**src/rtl/ram_access_ctrl.sv**
```systemverilog
// Initiator-side controller for the 4-bit x 4K data RAM: bank/character address
// registers, single-request read/write sequencing and a whole-bank fill sequencer.
module ram_access_ctrl #(
  parameter int ADDR_W = 12,
  parameter int DATA_W = 4
) (
  input  logic              clk,
  input  logic              rstN,
  input  logic              dclWe,
  input  logic [ADDR_W-9:0] dclData,
  input  logic              srcWe,
  input  logic [7:0]        srcData,
  input  logic              reqValid,
  input  logic              reqWrite,
  input  logic [DATA_W-1:0] reqData,
  input  logic              postInc,
  output logic              reqReady,
  output logic              rspValid,
  output logic [DATA_W-1:0] rspData,
  input  logic              fillStart,
  input  logic [DATA_W-1:0] fillData,
  output logic              fillBusy,
  output logic              fillDone,
  output logic              ramWe,
  output logic              ramRe,
  output logic [ADDR_W-1:0] ramAddr,
  output logic [DATA_W-1:0] ramWdata,
  input  logic [DATA_W-1:0] ramRdata
);

  typedef enum logic [1:0] {IDLE, ACCESS, RESP, FILL} state_e;

  state_e              state_q, state_d;
  logic [ADDR_W-9:0]   bank_q, bank_d;
  logic [7:0]          src_q, src_d;
  logic                ramWe_q, ramWe_d;
  logic                ramRe_q, ramRe_d;
  logic [ADDR_W-1:0]   ramAddr_q, ramAddr_d;
  logic [DATA_W-1:0]   ramWdata_q, ramWdata_d;
  logic                rspValid_q, rspValid_d;
  logic [DATA_W-1:0]   rspData_q, rspData_d;
  logic                fillBusy_q, fillBusy_d;
  logic                fillDone_q, fillDone_d;
  logic                accept;
  logic [7:0]          cnt;

  // During a fill the low address byte is the fill counter and the upper bits
  // hold the bank latched at fill start, so no separate copies are kept.
  assign cnt    = ramAddr_q[7:0];
  assign accept = (state_q == IDLE) && !fillStart && reqValid;

  always_ff @(posedge clk or negedge rstN) begin
    if (!rstN) begin
      state_q    <= IDLE;
      bank_q     <= '0;
      src_q      <= '0;
      ramWe_q    <= 1'b0;
      ramRe_q    <= 1'b0;
      ramAddr_q  <= '0;
      ramWdata_q <= '0;
      rspValid_q <= 1'b0;
      rspData_q  <= '0;
      fillBusy_q <= 1'b0;
      fillDone_q <= 1'b0;
    end else begin
      state_q    <= state_d;
      bank_q     <= bank_d;
      src_q      <= src_d;
      ramWe_q    <= ramWe_d;
      ramRe_q    <= ramRe_d;
      ramAddr_q  <= ramAddr_d;
      ramWdata_q <= ramWdata_d;
      rspValid_q <= rspValid_d;
      rspData_q  <= rspData_d;
      fillBusy_q <= fillBusy_d;
      fillDone_q <= fillDone_d;
    end
  end

  always_comb begin
    state_d = state_q;
    unique case (state_q)
      IDLE:    if (fillStart) state_d = FILL;
               else if (reqValid) state_d = ACCESS;
      ACCESS:  state_d = RESP;
      RESP:    state_d = IDLE;
      FILL:    if (cnt == 8'hFF) state_d = IDLE;
      default: state_d = IDLE;
    endcase
  end

  always_comb begin
    ramWe_d    = 1'b0;
    ramRe_d    = 1'b0;
    ramAddr_d  = ramAddr_q;
    ramWdata_d = ramWdata_q;
    rspValid_d = 1'b0;
    rspData_d  = rspData_q;
    fillBusy_d = 1'b0;
    fillDone_d = 1'b0;
    unique case (state_q)
      IDLE: begin
        if (fillStart) begin
          ramWe_d    = 1'b1;
          ramAddr_d  = {bank_q, 8'h00};
          ramWdata_d = fillData;
          fillBusy_d = 1'b1;
        end else if (reqValid) begin
          ramAddr_d  = {bank_q, src_q};
          ramWdata_d = reqData;
          ramWe_d    = reqWrite;
          ramRe_d    = !reqWrite;
        end
      end
      ACCESS: begin
        rspData_d  = ramRe_q ? ramRdata : ramWdata_q;
        rspValid_d = 1'b1;
      end
      RESP: ;
      FILL: begin
        if (cnt == 8'hFF) begin
          fillDone_d = 1'b1;
        end else begin
          ramWe_d    = 1'b1;
          fillBusy_d = 1'b1;
          ramAddr_d  = {ramAddr_q[ADDR_W-1:8], 8'(cnt + 8'd1)};
        end
      end
      default: ;
    endcase
  end

  // An explicit SRC load beats the post-increment of an accepted request.
  always_comb begin
    bank_d = dclWe ? dclData : bank_q;
    src_d  = src_q;
    if (srcWe)                src_d = srcData;
    else if (accept && postInc) src_d = 8'(src_q + 8'd1);
  end

  assign reqReady = (state_q == IDLE);
  assign rspValid = rspValid_q;
  assign rspData  = rspData_q;
  assign fillBusy = fillBusy_q;
  assign fillDone = fillDone_q;
  assign ramWe    = ramWe_q;
  assign ramRe    = ramRe_q;
  assign ramAddr  = ramAddr_q;
  assign ramWdata = ramWdata_q;

endmodule

```
**config.mk**
```make
export PLATFORM = sky130hd
export DESIGN_NAME = ram_access_ctrl
export DESIGN_NICKNAME = d
export VERILOG_FILES = /design/src/rtl/ram_access_ctrl.sv
export SDC_FILE = /design/constraint.sdc
export NUM_CORES = 1
export LEC_CHECK = 0
export BUFFER_PORTS_ARGS = -buffer_cell sky130_fd_sc_hd__clkbuf_2
export CAP_MARGIN = 20
export CORE_UTILIZATION = 55
export CTS_CLUSTER_DIAMETER = 40
export DETAILED_ROUTE_END_ITERATION = 7
export PLACE_DENSITY = 0.86
export SYNTH_ARGS = -nofsm -noshare
export SYNTH_HDL_FRONTEND = slang
export SYNTH_SLANG_ARGS = --single-unit
```
**constraint.sdc**
```tcl
create_clock -name clk -period 4.2 [get_ports clk]
set_clock_uncertainty 0.15 [all_clocks]
set_input_delay 0.42 -clock clk [delete_from_list [all_inputs] [get_ports clk]]
set_output_delay 0.42 -clock clk [all_outputs]
set_load 0.03 [all_outputs]
```
* Word level (Yosys, flattened, before mapping)
Index checks and enable logic that the tools add are counted.
Word-level totals: register bits 39, logic and storage cells 60, input bits 32
Cells by class: reduce and logical (&&, ||, !) cells 13, multiplexer cells 25, equal/unequal tests 7, bitwise operators 1, $add $sub $neg 2
Operators by type and width (number):
- $mux 12 | 2
- $mux 8 | 3
- $pmux 12 s2 | 1
- $add 8x1->8 const B | 2
- $mux 4 | 3
- $mux 1 | 10
- $eq 8x8->1 const B | 1
- $pmux 2 s4 | 1
- $mux 2 | 3
- $reduce_and 3->1 | 2
- $reduce_bool 2->1 | 3
- $eq 2x2->1 const B | 2
- $ne 2x2->1 const B | 2
- $pmux 1 s2 | 2
- $reduce_and 2->1 | 2
- $logic_and 1x1->1 | 3
- $ne 3x2->1 const B | 1
- $eq 2x1->1 const B | 1
- $logic_not 1->1 | 2
- $logic_not 2->1 | 1
- $not 1->1 | 1

* Depth between registers and ports, before layout
Gate-level depths: netlist (run 1).
depth in word-level cells 6, gate-level depth with buffers 6

* Worst setup path before layout (run 1)
No wires, ideal clock.
path kind register to register, from register state_q[1], to register ramAddr_q[0], in the netlist ramAddr[0], path buffers 0, arrival 1711 ps, period minus slack after synthesis 1986 ps, setup slack 2214 ps, cell stages (with the launch flop) 7, library setup time 125 ps, path through dfrtp_1 inv_1 ha_1 nand2b_1 o22ai_2 nor2_2 mux2_2
Between the ends: longest elaborated chain between the ends 3, elaborated cells on any way between the ends 7, those cells by class 3 x eq/ne; 1 x mux; 3 x reduce/logical
Ends and longest elaborated chain:
- start, declared | RTL line 33 | state_e state_q, state_d;
- start signal, assigned | RTL line 66 | state_q <= state_d;
- $logic_not 2->1 *
- via reqReady | RTL line 17 | output logic reqReady,
- $ne 3x2->1 (no source line) / $reduce_bool 2->1 (equally long branches)
- $reduce_and 3->1 (no source line)
- end signal, assigned | RTL line 71 | ramAddr_q <= ramAddr_d;
- end, declared | RTL line 38 | logic [ADDR_W-1:0] ramAddr_q, ramAddr_d;
The timed path passes the listed nets; every way through them passes the cells marked *. The select of a mux whose other input is x is not followed. A chain may end at the register's enable or synchronous reset.

* Final worst setup path (run 1)
from register state_q[1], to output port reqReady
Between the ends: longest elaborated chain between the ends 1
Ends and longest elaborated chain:
- $logic_not 2->1 | RTL line 141 | assign reqReady = (state_q == IDLE);
- end, declared | RTL line 17
No other way between the ends.

==> results of run 1 <==
-- placed cells by master, fill, tap and decap left out, types with 2 or more instances in the layout --
cell | Yosys | routed
a21oi_1 | 14 | 14
a22oi_1 | 2 | 2
clkbuf_2 | 0 | 57
clkbuf_4 | 0 | 5
dfrtp_1 | 39 | 39
ha_1 | 6 | 6
inv_1 | 7 | 7
mux2_2 | 10 | 10
mux2i_1 | 7 | 7
nand2_1 | 19 | 19
nand3_1 | 6 | 6
nand3b_1 | 4 | 4
nor2_1 | 10 | 10
nor3_1 | 3 | 3
nor4_1 | 2 | 2
o21a_1 | 2 | 2
o21ai_0 | 18 | 18
o21ai_1 | 3 | 3
o22ai_1 | 5 | 5
o31ai_1 | 3 | 3
xnor2_1 | 6 | 6
-- kinds of logic (layout without fill, tap and decap cells) --
group | count (synthesis) | count (layout) | share of synthesized area, %
compound gates | 54 | 54 | 16.3
simple gates | 54 | 54 | 15.3
flops | 39 | 39 | 49.6
mux | 17 | 17 | 9.29
buf+inv | 13 | 72 | 2.54
xor+xnor | 7 | 7 | 3.12
fa+ha+maj | 6 | 6 | 3.82
-- how the worst max path moves through the flow --
stage | slack, ps | cells after the start | endpoint | startpoint
floorplan | 2210 | 6 | ramAddr[0] | state_q[1]
global route | 1760 | 6 | ramAddr[0] | state_q[0]
finish | 1900 | 3 | reqReady | state_q[1]
global placement | 2100 | 6 | ramAddr[0] | state_q[1]
detailed placement | 1980 | 6 | ramAddr[0] | state_q[1]
CTS | 1900 | 3 | reqReady | state_q[1]
-- power groups by stage --
stage	Sequential [µW]	Combinational (µW)	Clock, µW
3_5_place_dp	630	795	0
4_1_cts	625	799	262
5_1_grt	647	873	282
3_3_place_gp	621	776	0
6_report	625	795	258
2_1_floorplan	806	389	0
-- flip-flops by register name, indices dropped and copies added, names as in the netlist --
| signal | cells |
|---|---|
| ramWe | 1 |
| rspValid | 1 |
| ramAddr | 12 |
| fillBusy | 1 |
| ramRe | 1 |
| state_q | 2 |
| rspData | 4 |
| fillDone | 1 |
| bank_q | 4 |
| ramWdata | 4 |
| src_q | 8 |
-- stage by stage --
stage | setup WS [ps] | util [%]
after detailed placement | 1980 | 67.4
after floorplan | 2210 | -
after global routing | 1760 | 70.0
after global placement | 2100 | 67.4
after CTS | 1900 | 70.0
final | 1900 | 70.0
-- cell type report --
cell class / count / area (µm²)
Inverter: 7 / 26.3
Clock buffer: 6 / 51.3
Multi-Input combinational cell: 138 / 941
Timing Repair Buffer: 57 / 285
Clock inverter: 2 / 35.0
Sequential cell: 39 / 976
Fill cell: 266 / 1020
Tap cell: 46 / 57.6
-- per-layer routing --
metal	global-route usage, %	part of all wire [%]	vias to the layer above
met4	9.52	1.5	0
li1	-	-	805
met1	30.5	44	762
met3	6.83	6.7	7
met2	37.8	48	59
met5	0	0	-
-- worst max-delay path: cells and delay by family (launching register included) --
kind / cells / cell delay (ps)
flip-flops: 1 / 410
adder cells (fa/ha/maj): 1 / 540
buffers and inverters: 2 / 430
==> results.yml, run 1 <==
run_status:
  status: "finished, final reports clean"
min_path:
  hold_path_class: "in2async"
placed_design:
  place_area_um2: 2290
  port_buffers: 57
  place.gp.congestion: 0.915
  hpwl_mm: 3.07
  placedCellCount: 287
clock_network:
  clock_path_buffers: 2
  h-tree-depth: 2
  clkSinkCount: 39
  ctsResizeCount: 0
  path_clk_slew_ps: 110
  hold_buffers: 0
  root_buffer: "clkbuf_4"
  clock_latency_ps: 350
  cts_made_buffers: 5
  cts_setup_buffers: 0
  cts_tree: "done"
sta:
  timing.final.crit_share_pct: 54.7
  tightest_slew_ps: 915
  holdWs_ps: 39.4
  hold_viol: 0
  setup_tns_ps: 0
  setup_viol_count_final: 0
  relSlewSlack_pct: 39.0
  rsz0062_at_grt: "no"
  fmax_mhz: 435
  maxSlewViolCount: 0
  min_period_ps: 2300
setup_path:
  r2r_setup_slack_ps: 1940
  crit_path_start_kind: "register"
  worstPathMaxFanout: 15
  critPathKind: "reg2out"
  r2r_cells: 6
  r2r_start: "state_q[1]"
  slowest_delay_ps: 540
  critPathRequiredTime_ps: 3630
  slowest_stage: "ha_1"
  cp.arrival_ps: 1730
  critPathCaptureType: "output port"
  reg2reg_to: "ramAddr[0]"
  crit_chain: "inv_1 -> ha_1 -> clkbuf_2"
yosys:
  synth.avg_cell_area_um2: 10.4
  yosysTopAreaCell: "dfrtp_1"
  syn_area_um2: 1970
  async_flop_share_pct: 100
  yosysSeqAreaShare_pct: 49.6
  post_synth_num_cell_types: 40
  syn-instance-count: 190
  synth_seq_cells: 39
  yosysMostFrequentCell: "dfrtp_1"
  syn-num-nets: 228
  synth-main-ff-cell: "dfrtp_1"
  synthTopCellsByArea: "dfrtp_1 (50%), mux2_2 (5.7%), o21ai_0 (4.6%), ha_1 (3.8%), nand2_1 (3.6%)"
  synth_common_cells: "dfrtp_1 (39), nand2_1 (19), o21ai_0 (18)"
  post-synth-top-area-fraction_pct: 49.6
  yosys_warnings: 0
  synth_edf_count: 0
power:
  intPower_uw: 921
  p_total_uw: 1680
  power.share.clock_pct: 15.4
  p_per_area_nw_per_um2: 707
  power_frac_seq_pct: 37.2
  switching_share_pct: 45.1
  combPwrFrac_pct: 47.4
  ir_worst_vdd_mv: 0.472
  netSwitchingPower_uw: 758
  p_leak_uw: 0.00113
die:
  die_h_um: 61.8
  core_area_um2: 3390
  io-pin-count: 58
  fp-row-count: 21
  die-area_um2: 3820
  initial_core_util_pct: 58.0
  die_w_um: 61.8
layout:
  drive_gt1_share_pct: 32.9
  final_cells: 295
  areaGrowthSynthToFinish_pct: 20.6
  antenna_cells: 0
  fin_area_um2: 2370
  layout.nets: 286
detailed_routing:
  wl_per_cell_um: 13.8
  viasPerCell: 5.54
  postRouteAntennaNets: 0
  wirelength_mm: 4.08
  route.detailed.drc: 0
  drt-initial-drc-count: 86
  detailroute.via_count: 1633
  drtPass1Iterations: 4
global_routing:
  grt_max_degree: 40
  antenna_found_initial: 0
  grt_pass1_wl_mm: 6.39
  grt_pass1_vias: 1435
  grt-ovfl-total: 0
  track_usage_pct: 23.7
run:
  maxCapViolations: 0
No activity file was read; power rests on OpenSTA's default activity.
==> run 2: changes to the inputs <==
- ABC_AREA: default -> 1
- CORE_UTILIZATION: 55 -> 51
- PLACE_DENSITY: 0.86 -> 0.81
- clock period: 4.2 -> 2.2 ns (I/O delays scaled with it)
==> results.yml, run 2 <==
layout:
  seq_area_um2: 976
  drive_gt1_share_pct: 26.2
  fin_area_um2: 2560
  num-fill-cells: 322
  layout.nets: 361
  areaGrowthSynthToFinish_pct: 25.9
  final_cell_mix: "nand2_1 (87), clkbuf_2 (57), dfrtp_1 (39), nor2_1 (21)"
  antenna_cells: 0
  multi_input_area_um2: 953
  largest_reg_flops: 12
  final_common_cell: "nand2_1"
  utilization_pct: 68.4
yosys:
  yosysMostFrequentCell: "nand2_1"
  synth.avg_cell_area_um2: 8.01
  post_synth_num_cell_types: 28
  synth_xor_area_share_pct: 1.29
  async_flop_share_pct: 100
  synthAdderAreaFrac_pct: 3.69
  synth_top_family_by_area: "simple AND/OR/NAND/NOR gates"
  synth_compound_area_share_pct: 11.2
  synth_edf_count: 0
  yosysSeqAreaShare_pct: 47.9
  synth_seq_cells: 39
  yosys_warnings: 0
  syn-num-nets: 292
  yosys.area_share.simple_pct: 30.7
  synth_common_cells: "nand2_1 (87), dfrtp_1 (39), nor2_1 (21)"
  synthTopCellsByArea: "dfrtp_1 (48%), nand2_1 (16%), nand3_1 (4.4%), nor2_1 (3.9%), ha_1 (3.7%)"
  synthMuxAreaShare_pct: 0
  yosysTopAreaCell: "dfrtp_1"
  synth-main-ff-cell: "dfrtp_1"
  syn_area_um2: 2040
  syn-instance-count: 254
  post-synth-top-area-fraction_pct: 47.9
setup_path:
  critPathRequiredTime_ps: 2290
  r2r_setup_slack_ps: 380
  worstPathMaxFanout: 12
  critPathCaptureType: "register"
  critPathKind: "reg2reg"
  crit_path_start_kind: "register"
  cp.arrival_ps: 1910
sta:
  fmax_mhz: 550
  relSlewSlack_pct: 67.2
  tightest_slew_ps: 492
  hold_viol: 0
  timing.final.crit_share_pct: 82.7
  postLayoutSetupSlackWorst_ps: 380
  setup_tns_ps: 0
  rsz0062_at_grt: "no"
  min_period_ps: 1820
  holdWs_ps: 3.32
  setup_viol_count_final: 0
  maxSlewViolCount: 0
placed_design:
  place_area_um2: 2370
  place.gp.congestion: 0.987
  hpwl_mm: 3.27
  dp_slack_ps: 358
  port_buffers: 57
detailed_routing:
  wl_per_cell_um: 11.7
  route.detailed.drc: 0
  detailroute.via_count: 1885
  drtPass1Iterations: 4
  drt-initial-drc-count: 94
  postRouteAntennaNets: 0
  wirelength_mm: 4.36
  viasPerCell: 5.07
min_path:
  hold_path_class: "in2reg"
clock_network:
  hold_buffers: 7
  clkSinkCount: 39
  path_clk_slew_ps: 80
  cts_made_buffers: 5
  root_buffer: "clkbuf_8"
  cts_tree: "done"
  cts_setup_buffers: 0
  ctsResizeCount: 0
  h-tree-depth: 2
  clock_latency_ps: 300
  clock_path_buffers: 2
die:
  die_w_um: 65.2
  die-area_um2: 4250
  fp-row-count: 22
  io-pin-count: 58
  initial_core_util_pct: 54.4
  core_area_um2: 3740
  die_h_um: 65.2
power:
  intPower_uw: 1810
  p_per_area_nw_per_um2: 1290
  power_frac_seq_pct: 35.1
  p_leak_uw: 0.00134
  power.share.clock_pct: 18.6
  netSwitchingPower_uw: 1500
  switching_share_pct: 45.4
  ir_worst_vdd_mv: 0.618
  combPwrFrac_pct: 46.3
global_routing:
  antenna_found_initial: 0
  grt-ovfl-total: 0
  grt_max_degree: 20
  grt_pass1_vias: 1811
  track_usage_pct: 23.3
  grt_pass1_wl_mm: 7.55
run:
  maxCapViolations: 0
run_status:
  status: "finished, final reports clean"
==> run 2: stage by stage <==
step / total power [µW] / instances
6_report: 3310 / 372
4_1_cts: 3330 / 372
5_1_grt: 3540 / 372
3_5_place_dp: 2690 / 357
3_3_place_gp: 2660 / 357
2_1_floorplan: 2260 / 254
==> run 2: area by class of cell <==
type	instances	share of cell area (%)
flip-flops and latches	39	38.1
multi-input cells	189	37.2
repair buffers	66	14.5
inverters	22	3.32
clock buffers	6	3.22
well taps	48	2.34
clock inverters	2	1.37
==> run 2: logic make-up after synthesis <==
logic type               count (synthesis)
AO/OA/AOI/OAI                           39
XOR/XNOR                                 3
adder cells (fa/ha/maj)                  6
buffers and inverters                   26
flip-flops                              39
AND/OR/NAND/NOR                        141
==> run 2: worst paths after layout <==
| path | depth (start not counted) | endpoint | start |
|---|---|---|---|
| min reg2reg | 2 | ramAddr[9] | ramAddr[9] |
| max in group asynchronous | 3 | ramAddr[0] | rstN |
| min in group asynchronous | 2 | rspData[3] | rstN |
| max reg2reg | 6 | ramAddr[7] | state_q[0] |
| max | 6 | ramAddr[7] | state_q[0] |
| min | 3 | bank_q[2] | dclData[2] |
==> run 2: power groups by stage <==
stage / sequential (µW) / clock, µW / combinational, µW
floorplan: 1520 / 0 / 748
global placement: 1170 / 0 / 1490
detailed placement: 1170 / 0 / 1510
CTS: 1160 / 629 / 1540
global route: 1200 / 647 / 1690
finish: 1160 / 617 / 1530
==> run 2: layer usage <==
layer / routed length [µm] / vias to the layer above / global-route usage (%)
li1: - / 965 / -
met1: 2070 / 861 / 29.4
met2: 2000 / 51 / 37.4
met3: 208 / 8 / 5.56
met4: 79 / 0 / 11.4
met5: 0 / - / 0
==> run 2: worst max-delay path: stages, from the launching register on <==
cell and delay, ps:
dfrtp_1 400, ha_1 480, inv_1 160, or2_2 290
o21ai_0 150, nand2_1 70, nand2_1 60
